<file path="src/rtl/ysyx_22050243_lsu_ctrl_if.sv">
// Data-memory port bundle for the LSU controller.
//   master : controller side. Drives the request and its payload, and receives
//            request-ready, the response strobe and read data.
//   slave  : memory side. This is the opposite view of the same signals.
// Signals:
//   dmem_req_valid / dmem_req_ready : request handshake.
//   dmem_we                         : 1 = write, 0 = read.
//   dmem_addr                       : 8-byte aligned address.
//   dmem_wdata / dmem_wmask         : lane-shifted store data and byte strobes.
//   dmem_rsp_valid / dmem_rdata     : read data or write acknowledge.
interface ysyx_22050243_lsu_ctrl_if #(
  parameter int unsigned WIDTH = 64
) ();
  logic             dmem_req_valid;
  logic             dmem_req_ready;
  logic             dmem_we;
  logic [WIDTH-1:0] dmem_addr;
  logic [WIDTH-1:0] dmem_wdata;
  logic [7:0]       dmem_wmask;
  logic             dmem_rsp_valid;
  logic [WIDTH-1:0] dmem_rdata;

  modport master (
    output dmem_req_valid,
    output dmem_we,
    output dmem_addr,
    output dmem_wdata,
    output dmem_wmask,
    input  dmem_req_ready,
    input  dmem_rsp_valid,
    input  dmem_rdata
  );

  modport slave (
    input  dmem_req_valid,
    input  dmem_we,
    input  dmem_addr,
    input  dmem_wdata,
    input  dmem_wmask,
    output dmem_req_ready,
    output dmem_rsp_valid,
    output dmem_rdata
  );
endinterface

</file>
<file path="src/rtl/ysyx_22050243_lsu_ctrl.sv">
// MEM-stage load/store sequencer. It accepts one memory operation at a time
// and keeps only one request outstanding to data memory. For stores it builds
// lane-aligned write data and byte strobes. For loads it extracts the addressed
// bytes and sign- or zero-extends them. Misaligned and illegal operations
// complete with an error pulse and generate no memory traffic.
// Ports:
//   clk, rst        : clock and synchronous active-high reset.
//   req_valid/ready : operation handshake from the MEM stage.
//   mem_w, mem_r    : store / load select.
//   funct3          : RV64 size and sign code.
//   addr, wdata     : byte address and store source.
//   resp_valid      : one-cycle completion pulse.
//   resp_data       : extended load result (0 for stores and errors).
//   stall           : holds the upstream pipeline while an operation is busy.
//   err             : one-cycle pulse with resp_valid on a bad operation.
//   dmem            : data-memory port (master view).
// WIDTH must be 64: the lane logic assumes 8 byte lanes and a 3-bit offset.
module ysyx_22050243_lsu_ctrl #(
  parameter int unsigned WIDTH = 64
) (
  input  logic                             clk,
  input  logic                             rst,
  input  logic                             req_valid,
  output logic                             req_ready,
  input  logic                             mem_w,
  input  logic                             mem_r,
  input  logic [2:0]                       funct3,
  input  logic [WIDTH-1:0]                 addr,
  input  logic [WIDTH-1:0]                 wdata,
  output logic                             resp_valid,
  output logic [WIDTH-1:0]                 resp_data,
  output logic                             stall,
  output logic                             err,
  ysyx_22050243_lsu_ctrl_if.master         dmem
);

  typedef enum logic [1:0] {
    StIdle,
    StReq,
    StWait,
    StResp
  } state_e;

  state_e           state_q, state_d;
  logic             we_q, we_d;
  logic [2:0]       funct3_q, funct3_d;
  logic [2:0]       off_q, off_d;
  logic [WIDTH-1:0] addr_q, addr_d;
  logic [WIDTH-1:0] wdata_q, wdata_d;
  logic [7:0]       wmask_q, wmask_d;
  logic [WIDTH-1:0] data_q, data_d;
  logic             err_q, err_d;

  // Decode of the operation presented at the input.
  logic             illegal;
  logic             misaligned;
  logic             is_access;
  logic [7:0]       base_mask;
  logic [7:0]       new_wmask;
  logic [WIDTH-1:0] new_wdata;

  // Load extraction from the response data.
  logic [WIDTH-1:0] shifted;
  logic [WIDTH-1:0] load_ext;

  always_comb begin
    is_access = mem_w | mem_r;
    illegal   = (mem_w & mem_r) | (funct3 == 3'b111) | (mem_w & funct3[2]);

    misaligned = 1'b0;
    base_mask  = 8'h00;
    case (funct3[1:0])
      2'b00: begin
        misaligned = 1'b0;
        base_mask  = 8'h01;
      end
      2'b01: begin
        misaligned = addr[0];
        base_mask  = 8'h03;
      end
      2'b10: begin
        misaligned = |addr[1:0];
        base_mask  = 8'h0f;
      end
      default: begin
        misaligned = |addr[2:0];
        base_mask  = 8'hff;
      end
    endcase
    // A no-op has no memory access, so its address cannot be misaligned.
    misaligned = misaligned & is_access;

    new_wmask = mem_w ? (base_mask << addr[2:0]) : 8'h00;
    new_wdata = wdata << {addr[2:0], 3'b000};
  end

  always_comb begin
    shifted  = dmem.dmem_rdata >> {off_q, 3'b000};
    load_ext = '0;
    case (funct3_q)
      3'b000:  load_ext = {{(WIDTH-8){shifted[7]}}, shifted[7:0]};
      3'b001:  load_ext = {{(WIDTH-16){shifted[15]}}, shifted[15:0]};
      3'b010:  load_ext = {{(WIDTH-32){shifted[31]}}, shifted[31:0]};
      3'b011:  load_ext = shifted;
      3'b100:  load_ext = {{(WIDTH-8){1'b0}}, shifted[7:0]};
      3'b101:  load_ext = {{(WIDTH-16){1'b0}}, shifted[15:0]};
      3'b110:  load_ext = {{(WIDTH-32){1'b0}}, shifted[31:0]};
      default: load_ext = '0;
    endcase
  end

  // Next-state and latch updates.
  always_comb begin
    state_d  = state_q;
    we_d     = we_q;
    funct3_d = funct3_q;
    off_d    = off_q;
    addr_d   = addr_q;
    wdata_d  = wdata_q;
    wmask_d  = wmask_q;
    data_d   = data_q;
    err_d    = err_q;

    case (state_q)
      StIdle: begin
        if (req_valid) begin
          we_d     = mem_w;
          funct3_d = funct3;
          off_d    = addr[2:0];
          addr_d   = {addr[WIDTH-1:3], 3'b000};
          wdata_d  = new_wdata;
          wmask_d  = new_wmask;
          data_d   = '0;
          err_d    = illegal | misaligned;
          // Bad ops and no-ops complete without touching memory.
          if (illegal || misaligned || !is_access) begin
            state_d = StResp;
          end else begin
            state_d = StReq;
          end
        end
      end
      StReq: begin
        if (dmem.dmem_req_ready) begin
          state_d = StWait;
        end
      end
      StWait: begin
        if (dmem.dmem_rsp_valid) begin
          data_d  = we_q ? '0 : load_ext;
          state_d = StResp;
        end
      end
      StResp: begin
        err_d   = 1'b0;
        state_d = StIdle;
      end
      default: state_d = StIdle;
    endcase
  end

  always_ff @(posedge clk) begin
    if (rst) begin
      state_q  <= StIdle;
      we_q     <= 1'b0;
      funct3_q <= 3'b000;
      off_q    <= 3'b000;
      addr_q   <= '0;
      wdata_q  <= '0;
      wmask_q  <= 8'h00;
      data_q   <= '0;
      err_q    <= 1'b0;
    end else begin
      state_q  <= state_d;
      we_q     <= we_d;
      funct3_q <= funct3_d;
      off_q    <= off_d;
      addr_q   <= addr_d;
      wdata_q  <= wdata_d;
      wmask_q  <= wmask_d;
      data_q   <= data_d;
      err_q    <= err_d;
    end
  end

  always_comb begin
    req_ready  = (state_q == StIdle);
    resp_valid = (state_q == StResp);
    resp_data  = (state_q == StResp) ? data_q : '0;
    err        = (state_q == StResp) & err_q;
    stall      = ((state_q == StIdle) & req_valid) | (state_q == StReq) | (state_q == StWait);

    dmem.dmem_req_valid = (state_q == StReq);
    dmem.dmem_we        = we_q;
    dmem.dmem_addr      = addr_q;
    dmem.dmem_wdata     = wdata_q;
    dmem.dmem_wmask     = wmask_q;
  end

endmodule

</file>
<file path="src/flat_wrapper.sv">
// flat-port wrapper written by rule: the top's interface ports become plain ports
module ysyx_22050243_lsu_ctrl_flat 
#(
  parameter int unsigned WIDTH = 64
)
  (clk, rst, req_valid, req_ready, mem_w, mem_r, funct3, addr, wdata, resp_valid, resp_data, stall, err, dmem_dmem_req_valid, dmem_dmem_we, dmem_dmem_addr, dmem_dmem_wdata, dmem_dmem_wmask, dmem_dmem_req_ready, dmem_dmem_rsp_valid, dmem_dmem_rdata);
  ysyx_22050243_lsu_ctrl_if #(.WIDTH(WIDTH)) dmem_i ();
  input  logic clk;
  input  logic rst;
  input  logic req_valid;
  output logic req_ready;
  input  logic mem_w;
  input  logic mem_r;
  input  logic [2:0] funct3;
  input  logic [WIDTH-1:0] addr;
  input  logic [WIDTH-1:0] wdata;
  output logic resp_valid;
  output logic [WIDTH-1:0] resp_data;
  output logic stall;
  output logic err;
  output wire logic [$bits(dmem_i.dmem_req_valid)-1:0] dmem_dmem_req_valid;
  output wire logic [$bits(dmem_i.dmem_we)-1:0] dmem_dmem_we;
  output wire logic [$bits(dmem_i.dmem_addr)-1:0] dmem_dmem_addr;
  output wire logic [$bits(dmem_i.dmem_wdata)-1:0] dmem_dmem_wdata;
  output wire logic [$bits(dmem_i.dmem_wmask)-1:0] dmem_dmem_wmask;
  input wire logic [$bits(dmem_i.dmem_req_ready)-1:0] dmem_dmem_req_ready;
  input wire logic [$bits(dmem_i.dmem_rsp_valid)-1:0] dmem_dmem_rsp_valid;
  input wire logic [$bits(dmem_i.dmem_rdata)-1:0] dmem_dmem_rdata;
  assign dmem_dmem_req_valid = dmem_i.dmem_req_valid;
  assign dmem_dmem_we = dmem_i.dmem_we;
  assign dmem_dmem_addr = dmem_i.dmem_addr;
  assign dmem_dmem_wdata = dmem_i.dmem_wdata;
  assign dmem_dmem_wmask = dmem_i.dmem_wmask;
  assign dmem_i.dmem_req_ready = dmem_dmem_req_ready;
  assign dmem_i.dmem_rsp_valid = dmem_dmem_rsp_valid;
  assign dmem_i.dmem_rdata = dmem_dmem_rdata;
  ysyx_22050243_lsu_ctrl #(.WIDTH(WIDTH)) u_core (.clk(clk), .rst(rst), .req_valid(req_valid), .req_ready(req_ready), .mem_w(mem_w), .mem_r(mem_r), .funct3(funct3), .addr(addr), .wdata(wdata), .resp_valid(resp_valid), .resp_data(resp_data), .stall(stall), .err(err), .dmem(dmem_i));
endmodule
</file>
<file path="config.mk">
export PLATFORM = sky130hd
export DESIGN_NAME = ysyx_22050243_lsu_ctrl_flat
export DESIGN_NICKNAME = d
export VERILOG_FILES = /design/src/rtl/ysyx_22050243_lsu_ctrl_if.sv /design/src/rtl/ysyx_22050243_lsu_ctrl.sv /design/src/flat_wrapper.sv
export SDC_FILE = /design/constraint.sdc
export NUM_CORES = 1
export LEC_CHECK = 0
export CORE_ASPECT_RATIO = 0.75
export CORE_MARGIN = 10
export CORE_UTILIZATION = 25
export DETAILED_ROUTE_END_ITERATION = 8
export PLACE_DENSITY = 0.48
export SETUP_SLACK_MARGIN = 0.05
export SYNTH_ARGS = -nofsm -noshare
export SYNTH_HDL_FRONTEND = slang
export SYNTH_SLANG_ARGS = --single-unit
export TNS_END_PERCENT = 1
</file>
<file path="constraint.sdc">
create_clock -name clk -period 3.98 [get_ports clk]
set_input_delay 0.398 -clock clk [delete_from_list [all_inputs] [get_ports clk]]
set_output_delay 0.398 -clock clk [all_outputs]
set_load 0.02 [all_outputs]
</file>
==> run_results.csv <==
group,metric,value,unit
sta,fin_crit,3.26,ns
sta,fin_crit_sh,81.8,%
logic_synthesis,synth_edf_count,0,
detailed_routing,ant_nets,0,
clock_tree,cts_sinks,207,
status,outcome,"finished, final reports clean",
finish,syn_to_final_growth,46.9,%
logic_synthesis,synth_cell_type_count,63,
finish,drive_gt1_share,11.5,%
detailed_routing,finalWirelength,52.8,mm
detailed_routing,drc,0,
finish,multi_input_comb_area,6900,sq um
floorplan,die-area,55400,sq um
logic_synthesis,ys.flop_type,"dfxtp_1",
min_path,hp-class,"in2reg",
floorplan,coreArea,45900,sq um
clock_tree,cts_tree,"done",
sta,timing.fmax,307,MHz
logic_synthesis,ys_seq_elements,207,
logic_synthesis,ys_warn_count,0,
grt,grt_pass1_vias,11370,
sta,slew_viol_final,0,
floorplan,die_h,206,microns
placement,pre_cts_ws,0.726,ns
placement,gp_routability_congestion,0.843,
setup_path,cp_slowest_stage_delay,0.66,ns
clock_tree,cts_buffers,26,
flow_run,maxCapViolCount,0,
sta,setup_slack,0.725,ns
logic_synthesis,seq_area_frac_synth,35.8,%
power_and_ir_drop,ir_drop,0.269,mV
finish,layout.nets,1854,
sta,fin_worst_skew,0.0267,ns
sta,final_hold_viol_count,0,
setup_path,path_class,"reg2out",
setup_path,path_cells,"ha_2, buf_4, and2_1, clkdlybuf4s50_1",
grt,grt_use_total,18.2,%
detailed_routing,viasPerCell,5.06,
clock_tree,clock_latency,0.56,ns
power_and_ir_drop,powerDensity,502,nW/um^2
finish,regArea,4150,sq um
clock_tree,clk_root_buffer_cell,"clkbuf_16",
sta,rsz0062_at_grt,"no",
floorplan,start_util,25.2,%
sta,tightest_slew,1.01,ns
setup_path,start_kind,"register",
clock_tree,cts_resized,0,
power_and_ir_drop,power,8.54,mW
sta,final.setup.tns,0,ns
clock_tree,cts_buffer_depth,3,
setup_path,required,3.58,ns
sta,max-slew-margin-rel,32.6,%
setup_path,critPathMaxFanout,37,
finish,nFillCells,4689,
setup_path,cp-end-kind,"output pin",
placement,hpwl,39.5,mm
clock_tree,cts.clk_slew.worst_paths,0.06,ns
logic_synthesis,ys_async_sr_fraction,0,%
floorplan,pin_count,408,
placement,port_buffers,404,
detailed_routing,drt_pre_antenna_iters,5,
grt,grt_first_pass_wirelength,76.5,mm
grt,antenna_found_initial,10,
power_and_ir_drop,total_leakage_power,5.82,nW
finish,final_core_util,37.0,%
logic_synthesis,synthCells,1312,
floorplan,die_w,269,microns
grt,grt_max_degree,86,
floorplan,rows,68,
logic_synthesis,netlist_area,11600,sq um
clock_tree,cts-htree-levels,1,
placement,place_inst,2215,
clock_tree,post-cts-setup-buffer-count,0,
detailed_routing,drtIter0Drc,890,
grt,grt_overflow,0,
setup_path,arrival,2.86,ns
detailed_routing,wire_per_inst,23.3,microns
clock_tree,cts_hold_buf,0,
sta,setup_viol,0,
finish,fin_cells,2266,
logic_synthesis,syn_avg_cell_area,8.83,sq um
setup_path,critPathSlowestCell,"clkdlybuf4s50_1",
detailed_routing,num_vias,11463,
-- kinds of logic (layout without fill, tap and decap cells) --
| group | count (synthesis) | count (layout) | synth area share (%) |
|---|---|---|---|
| simple gates | 443 | 443 | 17.5 |
| compound gates | 358 | 358 | 22.8 |
| flops | 207 | 207 | 35.8 |
| mux | 164 | 164 | 18.4 |
| buf+inv | 134 | 487 | 5.01 |
| fa+ha+maj | 4 | 4 | 0.432 |
| other cells | 1 | 7 | 0.0324 |
| xor+xnor | 1 | 1 | 0.0756 |
-- report_power, final --
group / switching (mW) / internal [mW]
Sequential: 0.216 / 2.38
Clock: 1.01 / 1.52
Combinational: 2.12 / 1.30
-- metrics by stage --
stage	area (sq um)	hold slack (ns)
final	17000	0.353
after global routing	17000	0.363
after CTS	17000	0.339
after detailed placement	16100	0.443
after global placement	16100	0.442
after floorplan	11600	0.417
-- Yosys cell counts, drive strengths merged (2+ instances only) --
library cell / instances / area, sq um
a221o: 3 / 30.0
or2: 5 / 31.3
mux2: 25 / 282
a211o: 5 / 43.8
and2: 68 / 425
a21o: 6 / 45.0
nand4: 2 / 12.5
nor2: 89 / 337
ha: 4 / 50.1
nand2: 227 / 852
o221ai: 3 / 26.3
o21a: 6 / 45.0
o22a: 5 / 43.8
a21oi: 101 / 505
dfxtp: 207 / 4140
a221oi: 32 / 437
nand3: 4 / 20.0
nand2b: 12 / 75.1
a2bb2oi: 4 / 35.0
nor2b: 10 / 62.6
a311oi: 6 / 58.8
nand3b: 7 / 52.6
mux4: 37 / 833
a21boi: 25 / 188
nor3b: 3 / 33.8
a211oi: 29 / 258
nor3: 7 / 40.0
o21ai: 39 / 195
clkbuf: 88 / 330
a22oi: 68 / 510
buf: 40 / 228
o31ai: 3 / 22.5
o2111ai: 2 / 17.5
o22ai: 5 / 31.3
nor4: 5 / 52.6
inv: 6 / 22.5
mux2i: 102 / 1020
a222oi: 8 / 80.1
a31oi: 2 / 12.5
-- routing by layer --
metal,track usage [%],share of wire (%)
met2,27.6,44
met3,6.03,9.3
met1,24.6,45
met5,0,0.13
met4,3.66,1.4
-- worst max-delay path: cells and delay by family, from the launching register on --
| kind | cells | cell delay [ns] |
|---|---|---|
| DFF | 1 | 0.38 |
| buffers and inverters | 2 | 1.07 |
| adders and majority gates | 1 | 0.55 |
| and+or+nand+nor | 1 | 0.28 |
-- cell usage in the layout (no fill, tap or decap), types with 27 or more instances in the layout --
master             n
clkdlybuf4s50_1  401
nand2_1          226
dfxtp_1          205
mux2i_1          102
a21oi_1          101
nor2_1            87
a22oi_1           68
and2_1            67
o21ai_0           39
mux4_2            37
buf_4             30
clkbuf_16         27
-- sequential cells by signal, indices dropped and copies added (netlist names) --
name	cells
u_core.data_q	64
u_core.dmem.dmem_wdata	64
u_core.dmem.dmem_addr	61
u_core.dmem.dmem_wmask	8
u_core.funct3_q	3
u_core.off_q	3
u_core.state_q	2
u_core.dmem.dmem_we	1
u_core.err_q	1
-- layout make-up --
class                           count  area share [%]
Multi-Input combinational cell    973            40.6
Timing Repair Buffer              434            25.1
Sequential cell                   207            24.4
Clock buffer                       38            4.68
Tap cell                          595            4.38
Clock inverter                      9           0.684
Inverter                            6           0.132
Antenna cell                        4          0.0588
-- worst paths after layout --
kind | from | slack, ns | to | cells after the start
worst max-delay path | u_core.state_q[0]$_SDFFE_PP0P_ | 0.72 | resp_data[10] | 4
worst min-delay path | rst | 0.35 | u_core.dmem.dmem_addr[16]$_SDFFE_PP0P_ | 2
worst max register to register | u_core.state_q[0]$_SDFFE_PP0P_ | 0.80 | u_core.data_q[14]$_SDFFE_PP0P_ | 8
worst min register to register | u_core.dmem.dmem_addr[33]$_SDFFE_PP0P_ | 0.45 | u_core.dmem.dmem_addr[33]$_SDFFE_PP0P_ | 2
(Power assumes the default switching activity.)
